[config.mk]
export PLATFORM = sky130hd
export DESIGN_NAME = mul_add_seq_uns
export DESIGN_NICKNAME = d
export VERILOG_FILES = /design/src/rtl/mul_add_seq_uns.sv
export SDC_FILE = /design/constraint.sdc
export NUM_CORES = 1
export LEC_CHECK = 0
export ABC_CLOCK_PERIOD_IN_PS = 2600
export BUFFER_PORTS_ARGS = -buffer_cell sky130_fd_sc_hd__buf_4
export CAP_MARGIN = 20
export CELL_PAD_IN_SITES_DETAIL_PLACEMENT = 1
export CELL_PAD_IN_SITES_GLOBAL_PLACEMENT = 1
export CORE_ASPECT_RATIO = 1.2
export CORE_MARGIN = 2
export CORE_UTILIZATION = 43
export DETAILED_ROUTE_END_ITERATION = 8
export GPL_TIMING_DRIVEN = 0
export PLACE_DENSITY = 0.89
export SYNTH_ARGS = -nofsm -noshare
export SYNTH_HDL_FRONTEND = slang
export SYNTH_SLANG_ARGS = --single-unit
export TNS_END_PERCENT = 100
[constraint.sdc]
create_clock -name clk_i -period 2.6 [get_ports clk_i]
set_input_delay 0 -clock clk_i [delete_from_list [all_inputs] [get_ports clk_i]]
set_output_delay 0 -clock clk_i [all_outputs]
set_load 0.05 [all_outputs]
[src/rtl/mul_add_seq_uns.sv]
// rtl/mul_add_seq_uns.sv - sequential radix-2 shift-add recomposition X = Q*Y + R (unsigned)
module mul_add_seq_uns #(
    parameter int widthX = 16,
    parameter int widthY = 8,
    localparam int widthQ = widthX - widthY + 1
) (
    input  logic              clk_i,
    input  logic              rst_ni,
    input  logic              in_valid_i,
    output logic              in_ready_o,
    input  logic [widthQ-1:0] Q_i,
    input  logic [widthY-1:0] Y_i,
    input  logic [widthY-1:0] R_i,
    output logic              out_valid_o,
    input  logic              out_ready_i,
    output logic [widthX:0]   X_o,
    output logic              ovf_o,
    output logic              rem_ge_y_o,
    output logic              busy_o
);

    localparam int CW = (widthQ > 1) ? $clog2(widthQ) : 1;
    localparam logic [CW-1:0] LAST = CW'(widthQ - 1);

    typedef enum logic [1:0] {IDLE, BUSY, DONE} state_t;

    state_t            state, state_nxt;
    logic [widthQ-1:0] q_sh;
    logic [widthX:0]   y_sh;
    logic [widthX:0]   acc;
    logic [CW-1:0]     cnt;
    logic              rem_ge_y;
    logic              accept;

    always_ff @(posedge clk_i or negedge rst_ni) begin
        if (!rst_ni) begin
            state <= IDLE;
        end else begin
            state <= state_nxt;
        end
    end

    always_comb begin
        state_nxt   = state;
        in_ready_o  = 1'b0;
        out_valid_o = 1'b0;
        busy_o      = 1'b0;
        case (state)
            IDLE: begin
                in_ready_o = 1'b1;
                if (in_valid_i) state_nxt = BUSY;
            end
            BUSY: begin
                busy_o = 1'b1;
                if (cnt == LAST) state_nxt = DONE;
            end
            DONE: begin
                out_valid_o = 1'b1;
                // Result handshake and next acceptance may share one edge.
                in_ready_o  = out_ready_i;
                if (out_ready_i) state_nxt = in_valid_i ? BUSY : IDLE;
            end
            default: state_nxt = IDLE;
        endcase
    end

    assign accept = in_valid_i && in_ready_o;

    // Q shifts right while Y shifts left, so bit k of Q meets Y << k.
    always_ff @(posedge clk_i or negedge rst_ni) begin
        if (!rst_ni) begin
            q_sh     <= '0;
            y_sh     <= '0;
            acc      <= '0;
            cnt      <= '0;
            rem_ge_y <= 1'b0;
        end else if (accept) begin
            q_sh     <= Q_i;
            y_sh     <= {{(widthX + 1 - widthY){1'b0}}, Y_i};
            acc      <= {{(widthX + 1 - widthY){1'b0}}, R_i};
            cnt      <= '0;
            rem_ge_y <= (R_i >= Y_i);
        end else if (state == BUSY) begin
            if (q_sh[0]) acc <= acc + y_sh;
            y_sh <= y_sh << 1;
            q_sh <= q_sh >> 1;
            cnt  <= cnt + CW'(1);
        end
    end

    assign X_o        = acc;
    assign ovf_o      = acc[widthX];
    assign rem_ge_y_o = rem_ge_y;

endmodule

==> metrics.yaml, run 1 <==
outcome:
  outcome: "finished clean"
floorplanning:
  floorplan.die.width_um: 80.5
  io_pins: 51
  rows: 33
  starting_utilization_of_the_core_area_pct: 44.3
  design.die.area_um2: 7710
  die-height_um: 95.8
  coreArea_um2: 6810
cells_and_area:
  area.growth.synth_to_final_pct: 28.5
  fin_nets: 477
  most-common-layout-cells: "sky130_fd_sc_hd__nand2_1, sky130_fd_sc_hd__buf_4, sky130_fd_sc_hd__dfrtp_1"
  n_antenna_cell: 0
  mostFrequentLayoutCell: "sky130_fd_sc_hd__nand2_1"
  drive_gt1_share_pct: 17.5
cts:
  numCtsBuffers: 5
  clockBufferDepth: 2
  cts_tree: "built"
  cts-htree-levels: 2
  ctsRootBufferMaster: "sky130_fd_sc_hd__clkbuf_8"
  clock_latency_on_the_worst_skew_pair_ns: 0.32
  clkSinkCount: 50
  post_cts.repair.setup_buffers: 0
  path_clk_slew_ns: 0.10
sta:
  finish_stage_setup_viols: 0
  setup_ws_ns: 0.237
  setup_total_negative_slack_ns: 0
  max_freq_mhz: 423
  tightestPinTransition_ns: 0.818
  max_slew_margin_pct: 45.3
  final_max_slew_viol_count: 0
  rsz0062_at_grt: "false"
  tcrit_tclk_final_pct: 90.9
  fin_skew_ns: 0.0134
  final_count_of_hold_timing_violations: 0
  whs_ns: 0.122
  finalWorstPathRequiredPeriod_ns: 2.36
synthesis:
  syn_area_per_cell_um2: 8.96
  post_synth_instance_area_um2: 3020
  ys_ff_latch: 50
  syn-instance-count: 337
  postSynth.asyncResetShare_pct: 100
  seq_area_frac_synth_pct: 41.5
  net_count_synth: 393
  synthDistinctLibCells: 44
  number_of_enable_type_register_cells_in_the_synthesized_netlist: 0
  synthFlopType: "sky130_fd_sc_hd__dfrtp_1"
  synth.yosys.warnings: 0
power:
  p_per_area_nw_per_um2: 1290
  static-leakage-power_uw: 0.00187
  worst_ir_drop_vdd_mv: 0.669
detailed_routing:
  detailedRoute.firstPassIterationCount: 4
  route.detailed.vias_per_inst: 5.74
  finalWirelength_mm: 9.75
  drt-initial-drc-count: 194
  detailroute.wirelength.met3_um: 347
  drt_drc_violations_left: 0
  final_antenna_net_count: 0
  num_vias: 2922
  wl_met2_mm: 5.25
  m1WireLength_mm: 3.89
  post_drt_wl_per_cell_um: 19.2
  topRoutingLayerUsed: "met4"
min_path:
  timing.hold.worst.start: "in_valid_i"
  hold_path_depth: 4
  holdPathEnd: "q_sh[5]"
  min-delay-path-class: "in -> reg"
critical_path:
  critical_path_class: "reg -> reg"
  worst_r2r_end: "X_o[12]"
  worst_r2r_path_depth: 8
  cp_data_arrival_time_ns: 2.59
  critical_path.endpoint_type: "register"
  worstReg2RegStart: "y_sh[0]"
  path_max_fanout: 4
  cp_cell_sequence: "ha_1 > fa_1 > a211oi_1 > o21ai_2 > a21boi_2 > o21bai_1 > xnor2_1 > o21ai_0"
  cp_slowest_cell: "sky130_fd_sc_hd__fa_1"
  worst_ep_required_time_ns: 2.83
  r2r_slack_ns: 0.24
  critical_path.max_stage_delay_ns: 0.46
  critPathLaunchType: "register"
placed_design:
  portBuffers: 50
  place_hpwl_mm: 6.51
  finalWeightedCongestion: 0.900
  dpl_worst_slack_ns: 0.303
global_route:
  antenna_found_initial: 0
  grtUsageTotal_pct: 27.2
  grt_overflow: 0
  vias_in_the_first_global_route: 3225
  grt_first_pass_wirelength_mm: 15.9
  grt_max_degree: 51
run:
  cap_violations: 0
==> how the worst max path moves through the flow <==
stage	startpoint	end	slack, ns	cells after the start
2_1_floorplan	X_o[0]	X_o[12]	0.29	8
3_3_place_gp	X_o[0]	X_o[12]	0.34	8
3_5_place_dp	y_sh[0]	X_o[12]	0.30	8
4_1_cts	y_sh[0]	X_o[12]	0.24	8
5_1_grt	X_o[0]	X_o[12]	0.06	8
6_report	y_sh[0]	X_o[12]	0.24	8
==> sequential cells by signal, indices dropped and copies added (netlist names) <==
register and cells:
y_sh 17, rem_ge_y_o 1, X_o 17, state 2, cnt 4, q_sh 9
==> cells by family after synthesis <==
kind of cell / count (synthesis) / synth area share [%]
AND/OR/NAND/NOR: 115 / 15.9
AO/OA/AOI/OAI: 99 / 21.6
flip-flops: 50 / 41.5
buffers and inverters: 28 / 4.35
adder cells (fa/ha/maj): 27 / 11.4
XOR/XNOR: 18 / 5.22
==> cell usage after synthesis, types with 2 or more instances <==
| cell type | count | area, µm² |
|---|---|---|
| sky130_fd_sc_hd__a211oi_1 | 4 | 30.0 |
| sky130_fd_sc_hd__a21boi_2 | 2 | 22.5 |
| sky130_fd_sc_hd__a21o_1 | 6 | 45.0 |
| sky130_fd_sc_hd__a21oi_1 | 27 | 135 |
| sky130_fd_sc_hd__a22oi_1 | 16 | 120 |
| sky130_fd_sc_hd__a31oi_1 | 9 | 56.3 |
| sky130_fd_sc_hd__and2_1 | 3 | 18.8 |
| sky130_fd_sc_hd__buf_1 | 4 | 15.0 |
| sky130_fd_sc_hd__buf_2 | 3 | 15.0 |
| sky130_fd_sc_hd__clkbuf_1 | 5 | 18.8 |
| sky130_fd_sc_hd__dfrtp_1 | 50 | 1250 |
| sky130_fd_sc_hd__ha_1 | 26 | 325 |
| sky130_fd_sc_hd__inv_1 | 12 | 45.0 |
| sky130_fd_sc_hd__nand2_1 | 75 | 282 |
| sky130_fd_sc_hd__nand2b_1 | 2 | 12.5 |
| sky130_fd_sc_hd__nand3_1 | 9 | 45.0 |
| sky130_fd_sc_hd__nand4_1 | 4 | 25.0 |
| sky130_fd_sc_hd__nor2_1 | 16 | 60.1 |
| sky130_fd_sc_hd__o211ai_1 | 2 | 15.0 |
| sky130_fd_sc_hd__o21ai_0 | 18 | 90.1 |
| sky130_fd_sc_hd__o21ai_1 | 3 | 15.0 |
| sky130_fd_sc_hd__o21ai_2 | 2 | 17.5 |
| sky130_fd_sc_hd__o21bai_1 | 2 | 15.0 |
| sky130_fd_sc_hd__xnor2_1 | 10 | 87.6 |
| sky130_fd_sc_hd__xor2_1 | 8 | 70.1 |
==> worst max-delay path: cells and delay by family, from the launching register on <==
kind            cells  cell delay, ns
flops               1            0.43
fa+ha+maj           2            0.70
compound gates      5            1.02
xor+xnor            1            0.12
==> layout make-up <==
class	instances	area, µm²
clock buffers	7	96.3
repair buffers	77	646
inverters	12	45.0
clock inverters	1	8.76
fillers	796	2940
flip-flops and latches	50	1250
multi-input cells	259	1640
plain buffers	16	86.3
well taps	87	109
==> metal layers <==
layer  track usage (%)  up-vias
li1                  -     1355
met2              49.4       78
met5                 0        -
met4              10.9        0
met1              31.8     1466
met3              4.41       23
==> timing repair <==
action	4_1_cts	5_1_grt
hold buffers	27	0
setup endpoints to repair	0	0
gates resized for setup	0	0
hold endpoints to repair	76	0
==> metrics by stage <==
| stage | cell area, µm² | power [µW] | util [%] | std cells |
|---|---|---|---|---|
| 2_1_floorplan | 3020 | 3500 | - | 337 |
| 3_3_place_gp | 3500 | 4220 | 51.4 | 474 |
| 3_5_place_dp | 3500 | 4360 | 51.4 | 474 |
| 4_1_cts | 3880 | 4950 | 56.9 | 509 |
| 5_1_grt | 3880 | 5370 | 56.9 | 509 |
| 6_report | 3880 | 5020 | 56.9 | 509 |
==> power by group <==
group	internal [µW]	switching [µW]	total (µW)
Clock	245	285	529
Sequential	1120	317	1440
Combinational	1080	1970	3050
Note: power is estimated with default switching activity, not from simulation.
==> run 2: changes to the inputs <==
Settings changed: CORE_ASPECT_RATIO 1.2 to unset.
==> metrics.yaml, run 2 (synthesized netlist as in run 1, its figures left out) <==
cells_and_area:
  area.growth.synth_to_final_pct: 28.6
  n_antenna_cell: 0  # unchanged
  drive_gt1_share_pct: 17.5  # unchanged
  mostFrequentLayoutCell: "sky130_fd_sc_hd__nand2_1"
  instances_no_fill: 518  # +1.8%
  multi_input_area_um2: 1640  # unchanged
  fin_nets: 477  # unchanged
  layout.cell_area.non_filler_um2: 3880  # +0.13%
  most-common-layout-cells: "sky130_fd_sc_hd__nand2_1, sky130_fd_sc_hd__buf_4, sky130_fd_sc_hd__dfrtp_1"
  layout.area.seq_um2: 1250  # unchanged
  layout.filler_cells: 787  # -1.1%
cts:
  clockBufferDepth: 2  # unchanged
  path_clk_slew_ns: 0.10  # about the same
  post_cts.repair.setup_buffers: 0  # unchanged
  numCtsBuffers: 5  # unchanged
  cts_tree: "built"
  clock_latency_on_the_worst_skew_pair_ns: 0.31  # about the same
  cts-htree-levels: 2  # unchanged
  clkSinkCount: 50  # unchanged
  ctsRootBufferMaster: "sky130_fd_sc_hd__clkbuf_8"
run:
  cap_violations: 0  # unchanged
sta:
  final_max_slew_viol_count: 0  # unchanged
  max_slew_margin_pct: 52.0  # +6.7 points
  finish_stage_setup_viols: 0  # unchanged
  rsz0062_at_grt: "false"
  finalWorstPathRequiredPeriod_ns: 2.31  # -0.0506 ns
  fin_skew_ns: 0.00643  # -0.00699 ns
  setup_total_negative_slack_ns: 0  # unchanged
  max_freq_mhz: 432  # +2.2%
  tcrit_tclk_final_pct: 89.0  # -1.9 points
  tightestPinTransition_ns: 0.718  # -0.0996 ns
  final_count_of_hold_timing_violations: 0  # unchanged
critical_path:
  cp_data_arrival_time_ns: 2.56  # -0.03 ns
  cp_slowest_cell: "sky130_fd_sc_hd__dfrtp_1"
  cp_cell_sequence: "ha_1 > fa_1 > a211oi_1 > o21ai_2 > a21boi_2 > o21bai_1 > xnor2_1 > o21ai_0"
  worst_ep_required_time_ns: 2.84  # about the same
  worstReg2RegStart: "X_o[0]"
  critical_path_class: "reg -> reg"
  critical_path.endpoint_type: "register"
  worst_r2r_path_depth: 8  # unchanged
  crit_startpoint: "X_o[0]"
  worst_r2r_end: "X_o[12]"
  path_max_fanout: 4  # unchanged
  timing.critical_path.to: "X_o[12]"
  r2r_slack_ns: 0.29  # +0.05 ns
  critPathLaunchType: "register"
  critical_path.max_stage_delay_ns: 0.43  # -0.03 ns
power:
  p_per_area_nw_per_um2: 1270  # -1.9%
  worst_ir_drop_vdd_mv: 0.496  # -26%
  static-leakage-power_uw: 0.00186  # -0.36%
  report.power.total_uw: 4930  # -1.8%
detailed_routing:
  finalWirelength_mm: 9.23  # -5.3%
  route.detailed.vias_per_inst: 5.54  # -3.5%
  final_antenna_net_count: 0  # unchanged
  post_drt_wl_per_cell_um: 17.8  # -6.9%
  drt_drc_violations_left: 0  # unchanged
  num_vias: 2871  # -1.7%
  drt-initial-drc-count: 80  # -59%
  detailedRoute.firstPassIterationCount: 4  # unchanged
placed_design:
  portBuffers: 50  # unchanged
  placedInstanceArea_um2: 3510  # +0.32%
  place_hpwl_mm: 6.50  # -0.21%
  finalWeightedCongestion: 0.851  # -5.4%
  placed_cells: 483  # +1.9%
outcome:
  outcome: "finished clean"
floorplanning:
  coreArea_um2: 6790  # -0.28%
  design.die.area_um2: 7700  # about the same
  die-height_um: 87.8  # -8.3%
  starting_utilization_of_the_core_area_pct: 44.4  # +0.12 points
  io_pins: 51  # unchanged
  floorplan.die.width_um: 87.8  # +9.1%
  rows: 30  # -9.1%
global_route:
  vias_in_the_first_global_route: 3165  # -1.9%
  grtUsageTotal_pct: 26.2  # -1.0 points
  grt_overflow: 0  # unchanged
  grt_max_degree: 51  # unchanged
  grt_first_pass_wirelength_mm: 15.7  # -1.6%
  antenna_found_initial: 0  # unchanged
min_path:
  min-delay-path-class: "in -> reg"
==> run 2: cell count changes in the layout (fill, tap and decap cells not counted) <==
cell,before,now
sky130_fd_sc_hd__clkinv_4,1,0
sky130_fd_sc_hd__inv_6,0,1
sky130_fd_sc_hd__clkbuf_8,8,7
sky130_fd_sc_hd__clkinvlp_4,0,1
==> run 2: worst min path at each step <==
stage,slack [ns],endpoint,depth (start not counted),startpoint
final,0.13,q_sh[4],4,in_valid_i
after global placement,0.07,X_o[9],1,rst_ni
after global routing,0.18,q_sh[5],4,in_valid_i
after CTS,0.12,q_sh[4],4,in_valid_i
after detailed placement,0.07,X_o[9],1,rst_ni
after floorplan,-0.30,X_o[0],0,rst_ni
==> run 2: per-stage QoR <==
stage,hold slack [ns],util (%),setup WS [ns]
final,0.125,57.1,0.287
after global routing,0.180,57.1,0.115
after CTS,0.117,57.1,0.322
after detailed placement,0.0746,51.7,0.348
after global placement,0.0660,51.7,0.378
after floorplan,-0.296,-,0.295
==> run 2: critical path: cells and delay by family, from the launching register on <==
kind | cells | cell delay, ns
AO/OA/AOI/OAI | 5 | 1.01
flip-flops | 1 | 0.43
XOR/XNOR | 1 | 0.13
adder cells (fa/ha/maj) | 2 | 0.68
==> run 2: layout make-up <==
type,count,area share (%)
clock inverter,2,0.419
buffer,16,2.22
multi-input combinational,259,42.1
timing repair buffer,77,16.6
tap,96,3.09
sequential,50,32.2
clock buffer,6,2.13
inverter,12,1.16
==> run 2: what timing repair did <==
action / in CTS / in global routing
hold buffers: 27 / 0
gates resized for setup: 0 / 0
hold endpoints to repair: 76 / 0
endpoints found under the setup margin: 0 / 0
==> run 2: layer usage <==
metal / track usage (%) / vias to the layer above / share of wire, %
met1: 32.9 / 1427 / 43
met3: 4.05 / 22 / 3.3
met4: 8.67 / 0 / 2.5
met2: 45.8 / 74 / 51
met5: 0 / - / 0
li1: - / 1348 / -
==> run 2: where the power goes <==
group,switching (µW),internal (µW)
clock,283,220
sequential,313,1120
combinational,1920,1070
